File: config.mk
export PLATFORM = sky130hd
export DESIGN_NAME = multicycle_controller
export DESIGN_NICKNAME = d
export VERILOG_FILES = /design/src/rtl/multicycle_controller.sv
export SDC_FILE = /design/constraint.sdc
export NUM_CORES = 1
export LEC_CHECK = 0
export CAP_MARGIN = 5
export CORE_MARGIN = 1
export CORE_UTILIZATION = 35
export DETAILED_ROUTE_END_ITERATION = 10
export PLACE_DENSITY = 0.76
export SYNTH_ARGS = -nofsm -noshare
export SYNTH_HDL_FRONTEND = slang
export SYNTH_SLANG_ARGS = --single-unit
File: constraint.sdc
create_clock -name clk -period 2.7 [get_ports clk]
set_clock_uncertainty 0.2 [all_clocks]
set_input_delay 0.675 -clock clk [delete_from_list [all_inputs] [get_ports clk]]
set_output_delay 0.675 -clock clk [all_outputs]
set_load 0.02 [all_outputs]
File: src/rtl/multicycle_controller.sv
// Main control FSM for the RV32 multicycle core: steps the shared datapath
// through fetch/decode/execute/memory/writeback and decodes the ALU operation.
module multicycle_controller #(
    parameter int ILLEGAL_TRAP = 1
) (
    input  logic       clk,
    input  logic       rst_n,
    input  logic [6:0] op,
    input  logic [2:0] funct3,
    input  logic       funct7b5,
    input  logic       Zero,
    output logic       PCWrite,
    output logic       AdrSrc,
    output logic       MemWrite,
    output logic       IRWrite,
    output logic       RegWrite,
    output logic [1:0] ResultSrc,
    output logic [1:0] ALUSrcA,
    output logic [1:0] ALUSrcB,
    output logic [1:0] ImmSrc,
    output logic [2:0] AluControl,
    output logic       instr_done,
    output logic       illegal_instr
);

    localparam logic [6:0] OP_LW    = 7'b0000011;
    localparam logic [6:0] OP_SW    = 7'b0100011;
    localparam logic [6:0] OP_RTYPE = 7'b0110011;
    localparam logic [6:0] OP_IALU  = 7'b0010011;
    localparam logic [6:0] OP_BEQ   = 7'b1100011;
    localparam logic [6:0] OP_JAL   = 7'b1101111;

    typedef enum logic [3:0] {
        FETCH,
        DECODE,
        MEMADR,
        MEMREAD,
        MEMWB,
        MEMWRITE,
        EXEC_R,
        EXEC_I,
        ALUWB,
        JAL,
        BEQ,
        TRAP
    } state_t;

    state_t state;
    state_t next_state;

    logic       supported;
    logic       adr_src;
    logic       mem_write;
    logic       ir_write;
    logic       reg_write;
    logic       pc_update;
    logic       branch;
    logic       done;
    logic [1:0] result_src;
    logic [1:0] alu_src_a;
    logic [1:0] alu_src_b;
    logic [1:0] alu_op;

    always_comb begin
        supported = 1'b0;
        case (op)
            OP_LW, OP_SW, OP_RTYPE, OP_IALU, OP_BEQ, OP_JAL: supported = 1'b1;
            default:                                         supported = 1'b0;
        endcase
    end

    always_ff @(posedge clk or negedge rst_n) begin
        if (!rst_n) begin
            state <= FETCH;
        end else begin
            state <= next_state;
        end
    end

    always_comb begin
        next_state = FETCH;
        case (state)
            FETCH:  next_state = DECODE;
            DECODE: begin
                case (op)
                    OP_LW, OP_SW: next_state = MEMADR;
                    OP_RTYPE:     next_state = EXEC_R;
                    OP_IALU:      next_state = EXEC_I;
                    OP_JAL:       next_state = JAL;
                    OP_BEQ:       next_state = BEQ;
                    default:      next_state = (ILLEGAL_TRAP != 0) ? TRAP : FETCH;
                endcase
            end
            MEMADR:   next_state = (op == OP_LW) ? MEMREAD : MEMWRITE;
            MEMREAD:  next_state = MEMWB;
            MEMWB:    next_state = FETCH;
            MEMWRITE: next_state = FETCH;
            EXEC_R:   next_state = ALUWB;
            EXEC_I:   next_state = ALUWB;
            ALUWB:    next_state = FETCH;
            JAL:      next_state = ALUWB;
            BEQ:      next_state = FETCH;
            TRAP:     next_state = TRAP;
            default:  next_state = FETCH;
        endcase
    end

    always_comb begin
        adr_src    = 1'b0;
        mem_write  = 1'b0;
        ir_write   = 1'b0;
        reg_write  = 1'b0;
        pc_update  = 1'b0;
        branch     = 1'b0;
        done       = 1'b0;
        result_src = 2'b00;
        alu_src_a  = 2'b00;
        alu_src_b  = 2'b00;
        alu_op     = 2'b00;
        case (state)
            FETCH: begin
                ir_write   = 1'b1;
                alu_src_b  = 2'b10;
                result_src = 2'b10;
                pc_update  = 1'b1;
            end
            DECODE: begin
                alu_src_a = 2'b01;
                alu_src_b = 2'b01;
            end
            MEMADR: begin
                alu_src_a = 2'b10;
                alu_src_b = 2'b01;
            end
            MEMREAD: begin
                adr_src = 1'b1;
            end
            MEMWB: begin
                result_src = 2'b01;
                reg_write  = 1'b1;
                done       = 1'b1;
            end
            MEMWRITE: begin
                adr_src   = 1'b1;
                mem_write = 1'b1;
                done      = 1'b1;
            end
            EXEC_R: begin
                alu_src_a = 2'b10;
                alu_src_b = 2'b00;
                alu_op    = 2'b10;
            end
            EXEC_I: begin
                alu_src_a = 2'b10;
                alu_src_b = 2'b01;
                alu_op    = 2'b10;
            end
            ALUWB: begin
                reg_write = 1'b1;
                done      = 1'b1;
            end
            JAL: begin
                alu_src_a = 2'b01;
                alu_src_b = 2'b10;
                pc_update = 1'b1;
            end
            BEQ: begin
                alu_src_a = 2'b10;
                alu_src_b = 2'b00;
                alu_op    = 2'b01;
                branch    = 1'b1;
                done      = 1'b1;
            end
            default: begin
            end
        endcase
    end

    // Subtract only for R-type with funct7b5; I-type addi keeps ADD whatever imm[10] is.
    always_comb begin
        AluControl = 3'b000;
        case (alu_op)
            2'b00: AluControl = 3'b000;
            2'b01: AluControl = 3'b001;
            2'b10: begin
                case (funct3)
                    3'b000:  AluControl = (op[5] & funct7b5) ? 3'b001 : 3'b000;
                    3'b010:  AluControl = 3'b101;
                    3'b110:  AluControl = 3'b011;
                    3'b111:  AluControl = 3'b010;
                    default: AluControl = 3'b000;
                endcase
            end
            default: AluControl = 3'b000;
        endcase
    end

    always_comb begin
        ImmSrc = 2'b00;
        case (op)
            OP_SW:   ImmSrc = 2'b01;
            OP_BEQ:  ImmSrc = 2'b10;
            OP_JAL:  ImmSrc = 2'b11;
            default: ImmSrc = 2'b00;
        endcase
    end

    // Strobes are gated by rst_n so nothing writes while reset is held.
    assign PCWrite       = rst_n & (pc_update | (branch & Zero));
    assign IRWrite       = rst_n & ir_write;
    assign RegWrite      = rst_n & reg_write;
    assign MemWrite      = rst_n & mem_write;
    assign instr_done    = rst_n & done;
    assign illegal_instr = rst_n & (state == DECODE) & ~supported;
    assign AdrSrc        = adr_src;
    assign ResultSrc     = result_src;
    assign ALUSrcA       = alu_src_a;
    assign ALUSrcB       = alu_src_b;

endmodule

==> metrics.md <==
| Metric | Value |
|---|---|
| Outcome | finished with violations |
| Failing checks | negative setup slack |
| Layout cells sized above 1 | 43.6% |
| Height of the chip | 41.1 µm |
| Final net count | 151 |
| GP Congestion | 0.817 |
| Mapped Cells | 76 |
| Root Driver | clkbuf_4 |
| Clock tree from TritonCTS | yes |
| WS Path Type | in -> out |
| Unrepaired setup endpoints after global routing | yes |
| Fin worst setup slack | -23.6 ps |
| Top cell type's share of synthesized area | 18.7% |
| Worst Path Required | 1820 ps |
| Drt total wl | 2190 µm |
| Initial Util | 39.2% |
| Max cap viols | 0 |
| Final setup vio count | 1 |
| Synth cell types | 32 |
| Global-route wire length before repair | 3080 µm |
| Tmin final | 2720 ps |
| Post-synth top cells | nand2_1, nor3_1, nor2_1 |
| Count leader, synth | nand2_1 |
| DR iter-0 viols | 16 |
| DRC Markers | 0 |
| Antenna diodes | 0 |
| CP endpoint kind | output port |
| Hold WS | 336 ps |
| Post-route ant nets | 0 |
| Synthesized cell area | 536 µm² |
| Worst skew pair latency | 240 ps |
| Core area | 0.00137 mm² |
| Critical-path cell list | buf_6 > or3_4 > or2_4 > and4b_1 > and2_4 > buf_6 |
| Total track usage | 29.4% |
| Area leader, netlist | dfrtp_1 |
| Post-synth EDFFs | 0 |
| WL per Instance | 14.8 µm |
| Largest net degree at the start of global routing | 11 |
| Post-DR vias/cell | 5.61 |
| PortBufs | 31 |
| Dpl ws | -815 ps |
| Fill count | 101 |
| Sequential-to-total area share from yosys stat | 18.7% |
| Syn Nets | 92 |
| H-tree levels | 1 |
| Post-route cell area | 0.00110 mm² |
| Site row count | 13 |
| Largest register FFs | 4 |
| Worst VDD drop | 597 µV |
| Clk slew on worst S/H paths | 40 ps |
| CTS Buffer Depth | 2 |
| Syn-to-layout area delta | 106% |
| TritonRoute pass-1 iters | 4 |
| Reg area | 100 µm² |
| Placed cell area | 0.00103 mm² |
| Post-synth top flop | dfrtp_1 |
| Ys Warns | 0 |
| Slew Limit Headroom | 76.9% |
| Pwr dens | 863 mW/mm² |
| Area of the multi-input gates | 459 µm² |
| Fraction of registers with async set/reset | 100% |
| Final count of hold timing violations | 0 |
| Cts-stage hold buffer count | 0 |
| #FFs+latches synth | 4 |
| Clock buffer count from CTS | 3 |
| Pwr Total | 0.953 mW |
| # clock sinks | 4 |
| Syn avg cell area | 7.05 µm² |
| Max-slew violations | 0 |
| Grt ovf | 0 |
| Fmax | 0.367 GHz |
| Pleak | 0.587 nW |
| Max FO, Critical Path | 2 |
| Final Cycle Share | 101% |
| Max stage delay on crit path | 370 ps |
| Slowest CP cell | or3_4 |
| Synth area leaders | dfrtp_1, nor3_1, and3_1 |
| Final core utilization | 80.8% |
| Critical path arrival | 1850 ps |
| Die area | 0.00169 mm² |
| Die Wd | 41.1 µm |
| Vias in the first global route | 748 |
| Biggest regs | state x4 |
| Hold Path Class | in -> async |
| Ports | 32 |
| DP Wirelength | 1640 µm |
| Slew @ Worst Pin | 347 ps |
| Vias after detailed routing | 830 |
| Initial antenna violation count | 0 |
| Startpoint Class | input pin |
| Most flop-heavy register | state |
| Most used cell, CP | buf_6 |
## per-stage QoR
stage | instances | TNS (ps)
after detailed placement | 141 | -4100
after CTS | 146 | -41.0
after global placement | 141 | -3800
after global routing | 148 | -79.0
final | 148 | -23.6
after floorplan | 76 | 0
## cells in the final DEF (no fill, tap or decap), types with 3 or more instances in the layout
master / netlist / routed
a21oi_1: 3 / 3
and3_1: 5 / 5
buf_4: 0 / 27
buf_6: 0 / 5
clkbuf_2: 0 / 5
clkbuf_4: 0 / 3
clkdlybuf4s50_1: 0 / 5
dfrtp_1: 4 / 4
dlygate4sd2_1: 0 / 10
inv_1: 5 / 3
nand2_1: 8 / 6
nor2_1: 6 / 6
nor2b_1: 4 / 3
nor3_1: 7 / 3
nor3_2: 0 / 3
xor2_1: 3 / 3
## layout make-up
class / instances / area share (%)
multi-input combinational: 63 / 41.6
timing repair buffer: 58 / 43.9
clock buffer: 3 / 2.04
sequential: 4 / 9.07
inverter: 5 / 1.70
tap: 15 / 1.70
## where the power goes
| part | internal, mW | leakage, nW | switching, mW |
|---|---|---|---|
| clock | 0.0500 | 0.0138 | 0.0287 |
| sequential | 0.0867 | 0.0507 | 0.0244 |
| combinational | 0.356 | 0.522 | 0.407 |
## cells by family (layout without fill, tap and decap cells)
logic type	count (synthesis)	count (layout)	share of synthesized area [%]
compound gates	13	13	17.3
xor+xnor	4	4	6.54
fa+ha+maj	2	2	4.67
buf+inv	9	66	6.54
flops	4	4	18.7
simple gates	44	44	46.3
## worst max-delay path: cells and delay by family
family,cells,cell delay (ps)
AND/OR/NAND/NOR,4,960
buffers and inverters,2,210
## per-layer routing
metal	GRT usage, %	up-vias	wire length, µm
met5	0	-	0
met1	26.1	375	719
li1	-	392	-
met3	7.61	11	147
met4	25.8	0	91
met2	53.5	52	1230
## final timing paths
path	from	cells past startpoint	slack [ps]	to
worst max-delay path	op[3]	6	-20	illegal_instr
worst min-delay path	rst_n	2	340	state[1]
worst max register to register	state[1]	5	990	state[1]
worst min register to register	state[2]	2	500	state[1]
max in group asynchronous	rst_n	2	1850	state[3]
min in group clk	state[2]	2	500	state[1]
## what timing repair did
item,in CTS,in global routing
setup endpoints to repair,16,8
buffers inserted,2,2
resized for setup,62,22
pin swaps,7,7
No activity file was read; power rests on OpenSTA's default activity.
